## src/rtl/axis_pkt_rr_arbiter.sv

```systemverilog
`default_nettype none
// ============================================================================
// axis_pkt_rr_arbiter : packet-locked round-robin N:1 AXI-Stream arbiter
// Rev 1.0
// ============================================================================
module axis_pkt_rr_arbiter #(
  parameter int DATA_WIDTH = 32,
  parameter int N_IN       = 4,
  parameter int CNT_WIDTH  = 32
) (
  input  logic                         clk,
  input  logic                         rstn,
  input  logic [N_IN*DATA_WIDTH-1:0]   in_TDATA,
  input  logic [N_IN-1:0]              in_TVALID,
  output logic [N_IN-1:0]              in_TREADY,
  input  logic [N_IN*DATA_WIDTH/8-1:0] in_TKEEP,
  input  logic [N_IN-1:0]              in_TDEST,
  input  logic [N_IN-1:0]              in_TID,
  input  logic [N_IN-1:0]              in_TLAST,
  output logic [DATA_WIDTH-1:0]        out_TDATA,
  output logic                         out_TVALID,
  input  logic                         out_TREADY,
  output logic [DATA_WIDTH/8-1:0]      out_TKEEP,
  output logic                         out_TDEST,
  output logic                         out_TID,
  output logic                         out_TLAST,
  output logic                         grant_vld,
  output logic [$clog2(N_IN)-1:0]      grant_idx,
  output logic [N_IN*CNT_WIDTH-1:0]    pkt_cnt
);

  localparam int KEEP_W = DATA_WIDTH / 8;
  localparam int IDX_W  = $clog2(N_IN);

  localparam logic [0:0] S_IDLE = 1'b0;
  localparam logic [0:0] S_BUSY = 1'b1;

  logic [0:0]           state_q, state_d;
  logic [IDX_W-1:0]     grant_q, grant_d;
  logic [IDX_W-1:0]     rr_q, rr_d;
  logic [CNT_WIDTH-1:0] cnt_q [N_IN];
  logic [CNT_WIDTH-1:0] cnt_d [N_IN];

  logic                 any_vld;
  logic [IDX_W-1:0]     pick;
  logic [IDX_W:0]       cand;
  logic                 g_vld;
  logic                 g_last;
  logic                 beat_acc;
  logic                 last_acc;

  // Scan downward so the lowest offset from the rr pointer wins.
  always_comb begin
    any_vld = 1'b0;
    pick    = rr_q;
    cand    = '0;
    for (int k = N_IN - 1; k >= 0; k--) begin
      cand = {1'b0, rr_q} + (IDX_W+1)'(k);
      if (cand >= (IDX_W+1)'(N_IN)) begin
        cand = cand - (IDX_W+1)'(N_IN);
      end
      if (in_TVALID[cand[IDX_W-1:0]]) begin
        any_vld = 1'b1;
        pick    = cand[IDX_W-1:0];
      end
    end
  end

  assign g_vld    = in_TVALID[grant_q];
  assign g_last   = in_TLAST[grant_q];
  assign beat_acc = (state_q == S_BUSY) && g_vld && out_TREADY;
  assign last_acc = beat_acc && g_last;

  always_ff @(posedge clk or negedge rstn) begin
    if (!rstn) begin
      state_q <= S_IDLE;
    end else begin
      state_q <= state_d;
    end
  end

  always_comb begin
    state_d = state_q;
    case (state_q)
      S_IDLE: if (any_vld)  state_d = S_BUSY;
      S_BUSY: if (last_acc) state_d = S_IDLE;
      default:              state_d = S_IDLE;
    endcase
  end

  always_comb begin
    grant_d = grant_q;
    rr_d    = rr_q;
    cnt_d   = cnt_q;
    if ((state_q == S_IDLE) && any_vld) begin
      grant_d = pick;
    end
    if (last_acc) begin
      rr_d = (grant_q == IDX_W'(N_IN - 1)) ? '0 : grant_q + 1'b1;
      cnt_d[grant_q] = cnt_q[grant_q] + 1'b1;
    end
  end

  always_ff @(posedge clk or negedge rstn) begin
    if (!rstn) begin
      grant_q <= '0;
      rr_q    <= '0;
      for (int i = 0; i < N_IN; i++) begin
        cnt_q[i] <= '0;
      end
    end else begin
      grant_q <= grant_d;
      rr_q    <= rr_d;
      cnt_q   <= cnt_d;
    end
  end

  // Output mux is purely combinational on the locked grant: zero added latency.
  always_comb begin
    in_TREADY  = '0;
    out_TVALID = 1'b0;
    if (state_q == S_BUSY) begin
      in_TREADY[grant_q] = out_TREADY;
      out_TVALID         = g_vld;
    end
    out_TDATA = in_TDATA[grant_q*DATA_WIDTH +: DATA_WIDTH];
    out_TKEEP = in_TKEEP[grant_q*KEEP_W +: KEEP_W];
    out_TDEST = in_TDEST[grant_q];
    out_TID   = in_TID[grant_q];
    out_TLAST = g_last;
  end

  assign grant_vld = (state_q == S_BUSY);
  assign grant_idx = grant_q;

  generate
    for (genvar i = 0; i < N_IN; i++) begin : g_cnt
      assign pkt_cnt[i*CNT_WIDTH +: CNT_WIDTH] = cnt_q[i];
    end
  endgenerate

endmodule
`default_nettype wire

```

## config.mk

```make
export PLATFORM = sky130hd
export DESIGN_NAME = axis_pkt_rr_arbiter
export DESIGN_NICKNAME = d
export VERILOG_FILES = /design/src/rtl/axis_pkt_rr_arbiter.sv
export SDC_FILE = /design/constraint.sdc
export NUM_CORES = 1
export LEC_CHECK = 0
export ABC_AREA = 1
export ABC_CLOCK_PERIOD_IN_PS = 2700
export BUFFER_PORTS_ARGS = -buffer_cell sky130_fd_sc_hd__clkbuf_2
export CAP_MARGIN = 10
export CORE_MARGIN = 2
export CORE_UTILIZATION = 51
export DETAILED_ROUTE_END_ITERATION = 8
export GPL_TIMING_DRIVEN = 0
export PLACE_DENSITY = 0.82
export RECOVER_POWER = 100
export SYNTH_ARGS = -nofsm -noshare
export SYNTH_HDL_FRONTEND = slang
export SYNTH_SLANG_ARGS = --single-unit
```

## constraint.sdc

```tcl
create_clock -name clk -period 2.7 [get_ports clk]
set_clock_uncertainty 0.2 [all_clocks]
set_input_delay 0.27 -clock clk [delete_from_list [all_inputs] [get_ports clk]]
set_output_delay 0.27 -clock clk [all_outputs]
set_load 0.03 [all_outputs]
```

==> impl_results.md <==
- Status: finished with violations
- Failing checks: negative setup slack
- Dpl hpwl: between 20000 and 30000 um
- Post-DP Area: 11000 um^2
- Setup CP Type: flop to primary output
- Post-route ant nets: 0
- GRT overflow: 0
- Nets: just under 2k
- WL final: ~40000 um
- Initial antenna violation count: 0
- Number of port buffers: ~340
- Vias in the first global route: 10.7k
- N_diodes: 0
- Comb power frac: 0.642
- Slew headroom: 0.0219
- Clock share of power: 0.153
- Cells after Synth: 1409
- Crit path DAT: roughly 2.3 ns
- Max-slew violation count: 0
- Layout area overhead: 33.5%
- Top cells by count, synth: 669 x nand2_1, 135 x nor2_1, 133 x dfrtp_1
- CTS tree: built
- CTS root buffer: clkbuf_16
- P_sw: 8.38 mW
- Netlist cell types: 32
- Layout cells sized above 1: 0.222
- Hold Violations, Final: 0
- Top-level port count: 338
- Flops & latches, synth: 133
- Max_cap viols: 0
- P_leak: 6.29 nW
- Min cycle time layout: about 2.7 ns
- First-pass GRT wire length: approximately 58000 um
- First-pass DRT Iterations: 6
- Area leader, netlist: dfrtp_1
- Die area: 18700 um^2
- DR DRC count: 0
- Yosys warnings: 0
- Seq/Total Area, Yosys: 0.370
- Top-count cell post-synth: nand2_1
- DRT iter0 DRCs: roughly 1.2k
- Sw Ratio: 0.549
- Fmax: around 370 MHz
- Mapped Nets: around 1.6k
- Total Routing Usage GR: 0.412
- Worst-path fanout max: 10
- RePlAce Congestion: about 1
- Final setup fails: 1
- Syn avg cell area: about 6.4 um^2
- Startpoint types: flop
- Vias post-DR: ~12k
- Synth top area cells: dfrtp_1 37%, nand2_1 28%, nand3_1 6.8%, nor2_1 5.6%, o21ai_0 5.0%
- Avg Vias per Cell: 5.74
- Core area: 17200 um^2
- Register clock-pin slew on the reported worst setup and hold paths: ~0.060 ns
- Post-route cell area: between 10000 and 15000 um^2
- Crit path capture type: primary output
- Largest net degree at the start of global routing: 77
- Ys flop type: dfrtp_1
- Sequential power share: 0.205
- Die Y: 137 um
- Synthesized area: roughly 9000 um^2
- FFs w/ async S/R, synth: 1.00
- Max VDD drop: roughly 0.0012 V
- Num CTS Buffers: 17
- H-tree lvl count: 4
- PD cells: ~1300 nW/um^2
- Post-synth EDFFs: 0
- Die W: between 100 and 150 um
- Deepest clock path buffer count: 2
- Final period util: 1.01
- Hold Crit Class: input port to flop
- Fin util: 0.696
- Sink Count: between 100 and 150
- Site Rows: 48
- Setup TNS Final: -0.0229 ns
- RSZ-0062 raised after global routing: true
- Top-area cell type share of the netlist area: 0.370
- Int Power: roughly 7 mW
- Clock Latency Late Sink: 0.44 ns
- Setup ws final: -0.0229 ns
- Initial Utilization: 0.522
- Worst Tran Pin Value: approximately 1.5 ns
- Post-DR wirelength/cell: roughly 20 um
- Req. time, crit path: between 2 and 2.5 ns
cells by family after synthesis:
group	after synthesis	share of synthesized area
buffers and inverters	129	0.0714
XOR/XNOR	15	0.0180
flip-flops	133	0.370
AO/OA/AOI/OAI	174	0.104
AND/OR/NAND/NOR	953	0.429
adder cells (fa/ha/maj)	5	0.00696
registers in the layout, summed over array words and instances (netlist names):
register	cells
grant_vld	1
grant_idx	2
pkt_cnt	128
rr_q	2
area by class of cell:
class | instances | area, um^2
multi-input combinational | 1147 | 5220
fill | 1556 | 5230
inverter | 49 | 196
clock buffer | 22 | 444
clock inverter | 9 | 130
timing repair buffer | 357 | 1730
tap | 225 | 282
sequential | 133 | 3330
buffer | 77 | 673
critical path, cell delays in order (launching register included):
cell and delay (ns):
dfrtp_1 0.40, buf_6 0.17, clkinv_8 0.08, buf_12 0.13, buf_12 0.14, clkbuf_16 0.17, clkbuf_16 0.16, nor2_1 0.04
o22ai_1 0.24, clkbuf_2 0.27
placed cells by master (no fill, tap or decap), drive strengths merged:
master / Yosys / layout
buf: 54 / 82
bufinv: 0 / 3
inv: 49 / 48
and2: 1 / 1
xnor2: 1 / 1
clkinvlp: 0 / 1
nor3: 1 / 1
xor2: 14 / 14
clkinv: 0 / 6
o21ai: 130 / 130
a32oi: 2 / 2
nand3: 123 / 123
ha: 5 / 5
dfrtp: 133 / 133
dlygate4sd3: 0 / 1
clkbuf: 26 / 373
nand2: 673 / 673
a21oi: 3 / 3
o22ai: 39 / 39
nor2: 149 / 149
nand4: 6 / 6
power by group through the flow:
stage,logic [mW],registers [mW],clock network (mW)
detailed placement,8.85,3.13,0
global placement,8.76,3.13,0
floorplan,4.94,4.06,0
CTS,9.36,3.10,2.32
finish,9.79,3.13,2.34
global route,10.4,3.17,2.41
final timing paths:
path	endpoint	from	slack (ns)	cells after the start
worst max-delay path	out_TKEEP[1]	grant_idx[0]$_DFFE_PN0P_	-0.02	9
worst min-delay path	pkt_cnt[116]$_DFFE_PN0P_	out_TREADY	0.17	4
worst max register to register	pkt_cnt[25]$_DFFE_PN0P_	grant_idx[1]$_DFFE_PN0P_	0.05	13
worst min register to register	pkt_cnt[29]$_DFFE_PN0P_	pkt_cnt[29]$_DFFE_PN0P_	0.31	2
max in group asynchronous	pkt_cnt[121]$_DFFE_PN0P_	rstn	0.40	3
min in group asynchronous	pkt_cnt[9]$_DFFE_PN0P_	rstn	0.53	2
layer usage:
| metal | GRT usage | vias up | wire length, um |
|---|---|---|---|
| met3 | 0.0922 | 190 | 4110 |
| met5 | 0 | - | 0 |
| met1 | 0.486 | 5290 | 14200 |
| li1 | - | 5262 | - |
| met4 | 0.257 | 0 | 2710 |
| met2 | 0.681 | 857 | 18800 |
per-stage QoR:
| stage | cells | hold WS [ns] | total power, mW | setup WS (ns) |
|---|---|---|---|---|
| 2_1_floorplan | 1409 | -0.226 | 8.99 | 0.0426 |
| 3_3_place_gp | 1971 | 0.288 | 11.9 | -0.965 |
| 3_5_place_dp | 1972 | 0.0809 | 12.0 | -0.755 |
| 4_1_cts | 2008 | 0.176 | 14.8 | 0.00324 |
| 5_1_grt | 2019 | 0.199 | 16.0 | -0.0622 |
| 6_report | 2019 | 0.169 | 15.3 | -0.0229 |
what timing repair did:
item                                    in CTS  in global routing
pin swaps                                    7                 26
endpoints found under the hold margin       57                  0
gates cloned                                 0                  1
buffers inserted                             6                 11
hold buffers                                 1                  0
endpoints found under the setup margin     149                137
gates resized for setup                     80                 91
No activity file was read; power rests on OpenSTA's default activity.
